==> src/rtl/jtframe_db15_scan.sv <==
// Serial joystick scanner for 74HC165-style DB15/SNAC chains.
// Latches the chain, shifts active*BITS bits and publishes them atomically.
module jtframe_db15_scan #(
  parameter int PLAYERS = 2,
  parameter int BITS    = 12,
  parameter int DIV     = 8,
  parameter int POLL    = 1024
) (
  input  logic                    clk,
  input  logic                    rst_n,
  input  logic [1:0]              mode,
  input  logic                    joy_data,
  output logic                    joy_clk,
  output logic                    joy_load,
  output logic [PLAYERS*BITS-1:0] joy_out,
  output logic                    valid,
  output logic                    scanning
);

  localparam int NB = PLAYERS * BITS;
  localparam int KW = (NB > 1) ? $clog2(NB) : 1;
  localparam int DW = $clog2(2 * DIV);
  localparam int PW = $clog2(POLL + 1);

  typedef enum logic [1:0] {
    IDLE,
    LOAD,
    SHIFT,
    DONE
  } state_t;

  state_t          state;
  state_t          state_nx;
  logic [1:0]      sync;
  logic [1:0]      mode_q;
  logic            kick;
  logic            phase;
  logic [DW-1:0]   tcnt;
  logic [KW-1:0]   k;
  logic [PW-1:0]   pcnt;
  logic [NB-1:0]   raw;
  logic [NB-1:0]   upd;
  logic [2:0]      active;
  logic [KW:0]     nbits;
  logic [KW-1:0]   last_k;
  logic            mode_chg;
  logic            mode_off;
  logic            end_load;
  logic            end_half;
  logic            poll_hit;

  always_comb begin
    active = {1'b0, mode};
    if (active > 3'(PLAYERS))
      active = 3'(PLAYERS);
  end

  assign nbits    = (KW+1)'(active) * (KW+1)'(BITS);
  assign last_k   = KW'(nbits - 1'b1);
  assign mode_chg = mode != mode_q;
  assign mode_off = mode == 2'd0;
  assign end_load = tcnt == DW'(2 * DIV - 1);
  assign end_half = tcnt == DW'(DIV - 1);
  assign poll_hit = pcnt == PW'(POLL);

  // inverted, masked snapshot of the chain for the publish edge
  always_comb begin
    upd = '0;
    for (int i = 0; i < NB; i++)
      if ((KW+1)'(i) < nbits)
        upd[i] = ~raw[i];
  end

  always_ff @(posedge clk or negedge rst_n) begin
    if (!rst_n)
      state <= IDLE;
    else
      state <= state_nx;
  end

  always_comb begin
    state_nx = state;
    unique case (state)
      IDLE:
        if (!mode_off && (kick || mode_chg || poll_hit))
          state_nx = LOAD;
      LOAD:
        if (mode_chg)
          state_nx = IDLE;
        else if (end_load)
          state_nx = SHIFT;
      SHIFT:
        if (mode_chg)
          state_nx = IDLE;
        else if (phase && end_half && k == last_k)
          state_nx = DONE;
      DONE:
        state_nx = IDLE;
    endcase
  end

  always_comb begin
    joy_load = state != LOAD;
    joy_clk  = !(state == SHIFT && !phase);
    scanning = state == LOAD || state == SHIFT;
    valid    = state == DONE;
  end

  always_ff @(posedge clk or negedge rst_n) begin
    if (!rst_n) begin
      sync   <= 2'b11;
      mode_q <= 2'd0;
    end else begin
      sync   <= {sync[0], joy_data};
      mode_q <= mode;
    end
  end

  always_ff @(posedge clk or negedge rst_n) begin
    if (!rst_n)
      kick <= 1'b1;
    else if (state_nx == LOAD)
      kick <= 1'b0;
    else if (mode_chg)
      kick <= 1'b1;
  end

  always_ff @(posedge clk or negedge rst_n) begin
    if (!rst_n)
      tcnt <= '0;
    else if (state_nx != state || (state == SHIFT && end_half))
      tcnt <= '0;
    else if (scanning)
      tcnt <= tcnt + 1'b1;
  end

  // phase 0 is the joy_clk low half of a bit
  always_ff @(posedge clk or negedge rst_n) begin
    if (!rst_n)
      phase <= 1'b0;
    else if (state_nx != SHIFT)
      phase <= 1'b0;
    else if (state == SHIFT && end_half)
      phase <= ~phase;
  end

  always_ff @(posedge clk or negedge rst_n) begin
    if (!rst_n)
      k <= '0;
    else if (state_nx != SHIFT)
      k <= '0;
    else if (state == SHIFT && phase && end_half)
      k <= k + 1'b1;
  end

  always_ff @(posedge clk or negedge rst_n) begin
    if (!rst_n)
      raw <= '0;
    else if (state == SHIFT && !phase && end_half)
      raw[k] <= sync[1];
  end

  always_ff @(posedge clk or negedge rst_n) begin
    if (!rst_n)
      pcnt <= '0;
    else if (state != IDLE || state_nx != IDLE || mode_off)
      pcnt <= '0;
    else if (!poll_hit)
      pcnt <= pcnt + 1'b1;
  end

  always_ff @(posedge clk or negedge rst_n) begin
    if (!rst_n)
      joy_out <= '0;
    else if (mode_off)
      joy_out <= '0;
    else if (state == SHIFT && state_nx == DONE)
      joy_out <= upd;
  end

endmodule

==> config.mk <==
export PLATFORM = sky130hd
export DESIGN_NAME = jtframe_db15_scan
export DESIGN_NICKNAME = d
export VERILOG_FILES = /design/src/rtl/jtframe_db15_scan.sv
export SDC_FILE = /design/constraint.sdc
export NUM_CORES = 1
export LEC_CHECK = 0
export CAP_MARGIN = 0
export CORE_MARGIN = 2
export CORE_UTILIZATION = 40
export DETAILED_ROUTE_END_ITERATION = 10
export PLACE_DENSITY = 0.63
export SETUP_SLACK_MARGIN = 0.1
export SLEW_MARGIN = 15
export SYNTH_ARGS = -nofsm -noshare
export SYNTH_HDL_FRONTEND = slang
export SYNTH_SLANG_ARGS = --single-unit
==> constraint.sdc <==
create_clock -name clk -period 2.8 [get_ports clk]
set_clock_uncertainty 0.15 [all_clocks]
set_input_delay 0.28 -clock clk [delete_from_list [all_inputs] [get_ports clk]]
set_output_delay 0.28 -clock clk [all_outputs]
set_load 0.005 [all_outputs]
---- Yosys cells after proc, flatten, opt, wreduce, memory -nomap -nowiden ----
Cells that the tools add are included.
W data, S select, Z words.
word-level totals
  flip-flop bits (word level) ............. 76
  input port bits ......................... 5
  output and inout port bits .............. 28
  word-level logic and storage cells ...... 155
cells by class
  $add $sub $neg .......................... 4
  $mul .................................... 1
  $lt $le $gt $ge ......................... 27
  equality and inequality tests ........... 14
  multiplexer cells ....................... 46
  bitwise operators ....................... 25
  reduce and logical (&&, ||, !) cells .... 28
operators with widths
  kind                     count
  $lt A4 B6 Y1 const A     8
  $lt A5 B6 Y1 const A     8
  $mux W24                 2
  $mux W1                  29
  $not A1 Y1               25
  $bwmux W24               1
  $lt A3 B6 Y1 const A     4
  $mux W11                 2
  $reduce_bool A2 Y1       7
  $lt A1 B6 Y1 const A     2
  $lt A2 B6 Y1 const A     2
  $mux W2                  6
  $add A11 B1 Y11 const B  1
  $eq A11 B11 Y1 const B   1
  $logic_and A1 B1 Y1      10
  $mux W5                  2
  $mux W4                  2
  $pmux W2 S4              1
  $eq A2 B2 Y1 const B     3
  $logic_or A1 B1 Y1       6
  $lt A5 B6 Y1 const B     1
  $add A5 B1 Y5 const B    1
  $demux W1 S5             1
  $eq A5 B5 Y1             1
  13 further kinds         19

---- Logic depth before layout (Yosys ltp) ----
Gate-level depths: netlist (run 1).
  depth after elaboration ................. 13
  gate-level depth with buffers ........... 11

---- Worst setup path before layout (run 1) ----
Ideal clock, no wire load.
  path type ............................... register to register
  start ................................... register state[0]
  end ..................................... register joy_out[16]
  library setup time ...................... 0.132 ns
  arrival ................................. 2.499 ns
  path slack .............................. 0.019 ns
  stages on the path, launching flop included .. 12
  clock period less this slack ............ 2.781 ns
  cells stage by stage .................... dfrtp_1 inv_1 ha_1 and4b_1 clkbuf_1 nand3_1 o22a_1 a221o_1 buf_6 clkbuf_1 o221ai_1 o21ai_1
between the ends
  longest elaborated chain between the ends .. 6
  elaborated cells between the ends (all ways) .. 13
  those cells by class .................... 4 x eq/ne; 6 x mux; 3 x reduce/logical
ends and longest elaborated chain
  item                               line    text
  from (decl)                        32      state_t state;
  from (signal assigned)             78      state <= state_nx;
  $mux W2, on equally long branches  95, 90
  $mux W2, on equally long branches  93, 88
  $pmux W2 S4                        83      unique case (state)
  $eq A2 B2 Y1                       177     else if (state == SHIFT && state_nx == DONE)
  $logic_and A1 B1 Y1 (*)            177
  $reduce_bool A2 Y1 (no line) (*)   -
  to (signal assigned)               178     joy_out <= upd;
  to (decl)                          15      output logic [PLAYERS*BITS-1:0] joy_out,
Every way passes the cells marked *; elsewhere a longest branch is shown, timed or not.
A chain may end at the register's enable or synchronous reset.

---- Final worst setup path (run 1) ----
  start ................................... register k[2]
  end ..................................... register joy_out[5]
between the ends
  longest elaborated chain between the ends .. 8
ends and longest elaborated chain
  item                          line  text
  from (decl)                   39    logic [KW-1:0] k;
  from (signal assigned)        153   k <= k + 1'b1;
  $eq A5 B5 Y1                  95    else if (phase && end_half && k == last_k)
  $logic_and A1 B1 Y1           95
  $mux W2                       95
  $mux W2                       93    if (mode_chg)
  $pmux W2 S4                   83
  $eq A2 B2 Y1                  177
  $logic_and A1 B1 Y1           177
  $reduce_bool A2 Y1 (no line)  -
No other way between the ends.

==> flow_summary_export.csv, run 1 <==
group,metric,value,unit
hold_path,hold_class,"in2reg",
grt,grt_pass1_wl,13600,microns
worst_setup_path,worstRegToRegCells,7,
sta,post-route-min-period,2620,ps
clock_network,cts.path.max_buffers,2,
route,antenna_left,0,
worst_setup_path,critPathRequiredTime,2920,ps
yosys,yosys_warnings,0,
yosys,yosys.area.top_type,"dfrtp_1",
sta,slew_headroom,0.368,
floorplan,rows,35,
floorplan,die_w,101,microns
yosys,syn_nets,382,
power_and_ir_drop,p_leak,1.98,nW
clock_network,cts_htree_levels,3,
route,drc,0,
sta,fmax,382,MHz
sta,post-route-period-util,0.935,
layout,multiInputGateArea,1770,sq um
yosys,synthArstFlopShare,1.00,
grt,grt_max_degree,77,
route,first_iter_violations,186,
worst_setup_path,critPathKind,"reg2reg",
yosys,ys_seq_elements,76,
yosys,syn_inst,365,
worst_setup_path,cp_cell_sequence,"or3b_1 -> buf_4 -> o32a_1 -> a211o_1 -> a31o_4 -> or3_1 -> a21oi_1",
clock_network,cts_buffers,9,
hold_path,holdPathStages,1,
route,via_per_inst,5.37,
yosys,netlist.area_leader.share,0.482,
route,first_pass_iters,4,
sta,setup_viol,0,
floorplan,dieArea,10300,sq um
route,vias,2863,
layout,nets,434,
route,wl_per_cell,15.0,microns
grt,first_global_vias,2758,
power_and_ir_drop,total_power,2.66,mW
layout,n_antenna_cell,0,
yosys,synth.area.top_cells,"dfrtp_1 (48%), mux2_2 (7.1%), ha_1 (4.0%)",
clock_network,cts_tree,"built",
worst_setup_path,cpMaxStageDelayCell,"or3b_1",
worst_setup_path,crit_path_start_kind,"flip-flop",
layout,fill_cells,854,
power_and_ir_drop,pwr_density_cell,575,nW/um^2
yosys,synthTopCellsByCount,"dfrtp_1 (73), nor2_1 (36), nand3_1 (27)",
outcome,status,"finished, final reports clean",
yosys,seq_area_frac_synth,0.503,
layout,synthToLayoutAreaGrowth,22.0,%
floorplan,core,9200,sq um
layout,drive_gt1_frac,0.211,
yosys,synth.most_common_cell,"dfrtp_1",
yosys,synthFlopType,"dfrtp_1",
sta,worst_pin_slew,947,ps
yosys,synth.avg_cell_area,10.4,sq um
place,gp_congestion,0.894,
yosys,synth_area,3790,sq um
sta,hold_viol,0,
route,drt_wl_total,7990,microns
yosys,synth_edf_count,0,
grt,grt.overflow.total,0,
worst_setup_path,critPathArrivalTime,2740,ps
floorplan,start_util,0.412,
floorplan,pin_count,33,
layout,fin_util,0.503,
layout,ff_latch_area,1910,sq um
grt,grt_usage,0.168,
sta,rsz0062_at_grt,"true",
power_and_ir_drop,peakVddDrop,0.266,mV
clock_network,clk_pin_slew,80,ps
clock_network,cts_root_buf,"clkbuf_8",
worst_setup_path,path_max_fanout,17,
place,io_buffers,32,
worst_setup_path,critPathMaxStageDelay,400,ps
yosys,yosysUniqueCellTypes,46,
sta,final_max_slew_viol_count,0,
clock_network,clkSinkCount,76,
worst_setup_path,end_kind,"flip-flop",
clock_network,insertion_delay,350,ps
flow_run,max-cap-violations,0,
place,place_hpwl,5590,microns
floorplan,fp.dieH,101,microns
grt,antenna_found_initial,0,
## kinds of logic after synthesis
group                      Yosys count  synth area share
buffers and inverters               34            0.0416
and+or+nand+nor                    130             0.180
muxes                               25            0.0740
adders and majority gates           12            0.0396
xor gates and xnor gates            19            0.0439
AOI/OAI and AO/OA                   69             0.119
DFF                                 76             0.503
## state kept, by name, indices dropped and copies added, names as in the netlist
signal,cells
pcnt,11
sync,2
tcnt,4
mode_q,2
kick,1
phase,1
k,5
state,2
joy_out,24
raw,24
## power by group
part	internal (mW)	switching (mW)	total, mW
logic	0.337	0.389	0.725
registers	1.15	0.0365	1.19
clock network	0.344	0.402	0.745
total	1.83	0.827	2.66
## cell type report
class                   instances  share of cell area
flip-flops and latches         76               0.413
multi-input cells             255               0.382
repair buffers                 65               0.129
well taps                     111              0.0300
clock buffers                  10              0.0298
clock inverters                 6             0.00839
inverters                      10             0.00812
## routing by layer
layer  vias up  routed length, microns  GRT usage
met5         -                       0          0
met4         0                     104     0.0499
met3         7                     210     0.0400
met2        46                    3890      0.263
met1      1425                    3790      0.232
li1       1385                       -          -
## cell usage in the layout (no fill, tap or decap), types with 2 or more instances in the layout
cell / n
nor2_1: 36
nand2_1: 12
o221ai_1: 13
mux2_2: 24
o21ai_2: 2
xor2_1: 9
or3_1: 14
dfstp_2: 3
ha_1: 10
nand3b_1: 3
dfrtp_1: 72
o22a_1: 3
and3_1: 3
o21ai_1: 10
o21ai_0: 12
a21oi_1: 18
clkinvlp_4: 2
xnor2_1: 10
buf_4: 30
clkdlybuf4s50_1: 31
clkbuf_8: 10
nor2b_1: 3
inv_1: 10
buf_12: 2
nand3_1: 26
ha_2: 2
nand2b_1: 14
nor3b_1: 3
nand4_1: 2
clkinv_2: 3
and2_1: 4
o21bai_1: 2
## through the flow
step	cells	hold slack, ps	setup TNS (ps)	area (sq um)	setup slack, ps
after floorplan	365	-166	0	3800	124
after global placement	514	200	-21.7	4380	-21.7
after detailed placement	514	201	-901	4380	-110
after CTS	531	183	0	4570	101
after global routing	533	162	0	4620	67.4
final	533	195	0	4620	181
## worst paths after layout
check,from,end,slack [ps]
hold reg to reg,sync[0],sync[1],210
max in group asynchronous,rst_n,state[1],1380
hold / removal,joy_data,sync[0],190
setup / recovery,k[2],joy_out[5],180
min in group asynchronous,rst_n,pcnt[2],480
setup reg to reg,k[2],joy_out[5],180
## critical path, delay by kind of cell (launching register included)
family / cells / cell delay, ps
buffers and inverters: 1 / 170
DFF: 1 / 370
AOI/OAI and AO/OA: 4 / 1100
and+or+nand+nor: 2 / 740
## repair_timing
item	CTS	global route
gates resized for setup	1	9
setup buffers	0	2
pin swaps	0	2
setup endpoints to repair	5	41
hold buffers	1	0
endpoints found under the hold margin	73	0
No activity file was read; power rests on OpenSTA's default activity.
==> run 2: changes to the inputs <==
Settings changed: CORE_UTILIZATION 40 to 30, PLACE_DENSITY 0.63 to 0.51.
==> run 2 against run 1 <==
  * The run now ends with negative hold slack left
  * Non-clock buffer count up 1
  * Die area up 32%
  * Combinational power up 8.4%
  * Global-route usage down 3.6 points
  * Largest power group is now clock
==> flow_summary_export.csv, run 2 (synthesis results as in run 1) <==
group,metric,value,unit
outcome,status,"finished with violations",
outcome,failed_checks,"negative hold slack",
floorplan,start_util,0.304,
grt,use_met2,0.210,
power_and_ir_drop,peakVddDrop,0.258,mV
worst_setup_path,reg2reg_slack,140,ps
clock_network,insertion_delay,330,ps
grt,antenna_found_initial,0,
route,first_iter_violations,226,
hold_path,hold_class,"in2async",
layout,final_common_cell,"dfrtp_1",
sta,holdWs,-74.8,ps
grt,grt_max_degree,77,
worst_setup_path,worstRegToRegCells,8,
place,io_buffers,32,
route,wl_per_cell,14.4,microns
route,vias,2802,
layout,ff_latch_area,1910,sq um
worst_setup_path,path_max_fanout,19,
grt,gr-usage-met3,0.0254,
layout,drive_gt1_frac,0.239,
worst_setup_path,critPathArrivalTime,2720,ps
sta,post-route-period-util,0.951,
place,gp_congestion,0.841,
layout,final_cell_mix,"dfrtp_1 (73), nor2_1 (36), clkdlybuf4s50_1 (31)",
place,place_area,4440,sq um
grt,busiest_layer,"met2",
layout,synthToLayoutAreaGrowth,30.2,%
layout,fill_cells,1218,
sta,finalSetupTns,0,ps
clock_network,cts_buffers,9,
sta,slew_headroom,0.361,
clock_network,clkSinkCount,76,
grt,grt.overflow.total,0,
layout,nets,435,
clock_network,cts_hold_buf,0,
power_and_ir_drop,p_leak,2.07,nW
floorplan,die_w,116,microns
layout,reg_top3,"joy_out x24, raw x24, pcnt x11",
worst_setup_path,crit_path_start_kind,"flip-flop",
grt,first_global_vias,2846,
worst_setup_path,end_kind,"flip-flop",
sta,hold_viol,73,
sta,final_max_slew_viol_count,0,
floorplan,core,12500,sq um
sta,worst_pin_slew,959,ps
sta,setup_viol,0,
floorplan,rows,41,
clock_network,cts_tree,"built",
sta,post-route-min-period,2660,ps
power_and_ir_drop,pwr_density_cell,652,nW/um^2
sta,fmax,376,MHz
route,drt_wl_total,8570,microns
layout,multiInputGateArea,1840,sq um
clock_network,cts_htree_levels,3,
floorplan,fp.dieH,116,microns
clock_network,cts.path.max_buffers,2,
grt,grt_usage,0.132,
route,first_pass_iters,6,
place,place_hpwl,5730,microns
flow_run,max-cap-violations,0,
floorplan,pin_count,33,
route,drc,0,
route,via_per_inst,4.71,
worst_setup_path,critPathRequiredTime,2860,ps
layout,fin_area,4940,sq um
worst_setup_path,critPathKind,"reg2reg",
clock_network,clk_pin_slew,60,ps
grt,grt_use_met1,0.179,
sta,rsz0062_at_grt,"true",
floorplan,dieArea,13500,sq um
route,antenna_left,0,
grt,grt_pass1_wl,14000,microns
layout,n_antenna_cell,0,
clock_network,cts_root_buf,"clkbuf_16",
run 2: changes by cell type in the layout (fill, tap and decap cells not counted), moves of 4 or more:
cell,delta
a21oi_1,-6
o221ai_1,-4
a21oi_2,+6
o221ai_2,+4
clkbuf_8,-9
o21ai_0,-6
clkbuf_16,+10
o21ai_1,+8
run 2: worst paths after layout:
path,from,end
setup / recovery,k[4],k[3]
hold / removal,rst_n,tcnt[0]
setup reg to reg,k[4],k[3]
hold reg to reg,sync[0],sync[1]
max in group asynchronous,rst_n,k[3]
min in group clk,joy_data,sync[0]
run 2: final cells by class:
type                       count  area share
inverter                      10     0.00760
tap                          172      0.0436
multi-input combinational    255       0.373
clock inverter                 4      0.0147
sequential                    76       0.386
timing repair buffer          66       0.125
clock buffer                  12      0.0499
run 2: critical path, cell delays in order, from the launching register on:
cell       delay (ps)
dfrtp_1           370
or3b_4            430
or3_4             350
o22a_1            200
a221o_2           430
buf_4             170
clkbuf_16         180
nand2_1           190
nor2_1             80
run 2: timing repair:
action,in CTS,in global routing
endpoints found under the setup margin,12,35
pin swaps,0,4
resized for setup,2,31
setup buffers,0,3
gates cloned,0,2
endpoints found under the hold margin,0,0
run 2: per-stage QoR:
step                      hold slack, ps   util  total power [mW]  instances  setup slack, ps
after floorplan                     -166      -              1.63        365              124
after global placement               197  0.356              1.83        574             1.28
after detailed placement             199  0.356              1.84        574            -64.4
after CTS                           7.09  0.382              3.10        590              105
after global routing                27.3  0.396              3.39        595             72.5
final                              -74.8  0.396              3.22        595              137
run 2: per-layer routing:
| metal | routed length, microns | vias up |
|---|---|---|
| met5 | 0 | - |
| met4 | 117 | 0 |
| met1 | 4160 | 1367 |
| met2 | 4060 | 33 |
| li1 | - | 1392 |
| met3 | 236 | 10 |
run 2: power breakdown:
group | internal [mW] | leakage, nW | switching [mW] | total (mW)
Clock | 0.804 | 0.153 | 0.435 | 1.24
Combinational | 0.363 | 0.872 | 0.423 | 0.786
Sequential | 1.15 | 1.04 | 0.0418 | 1.19
Total | 2.32 | 2.07 | 0.900 | 3.22
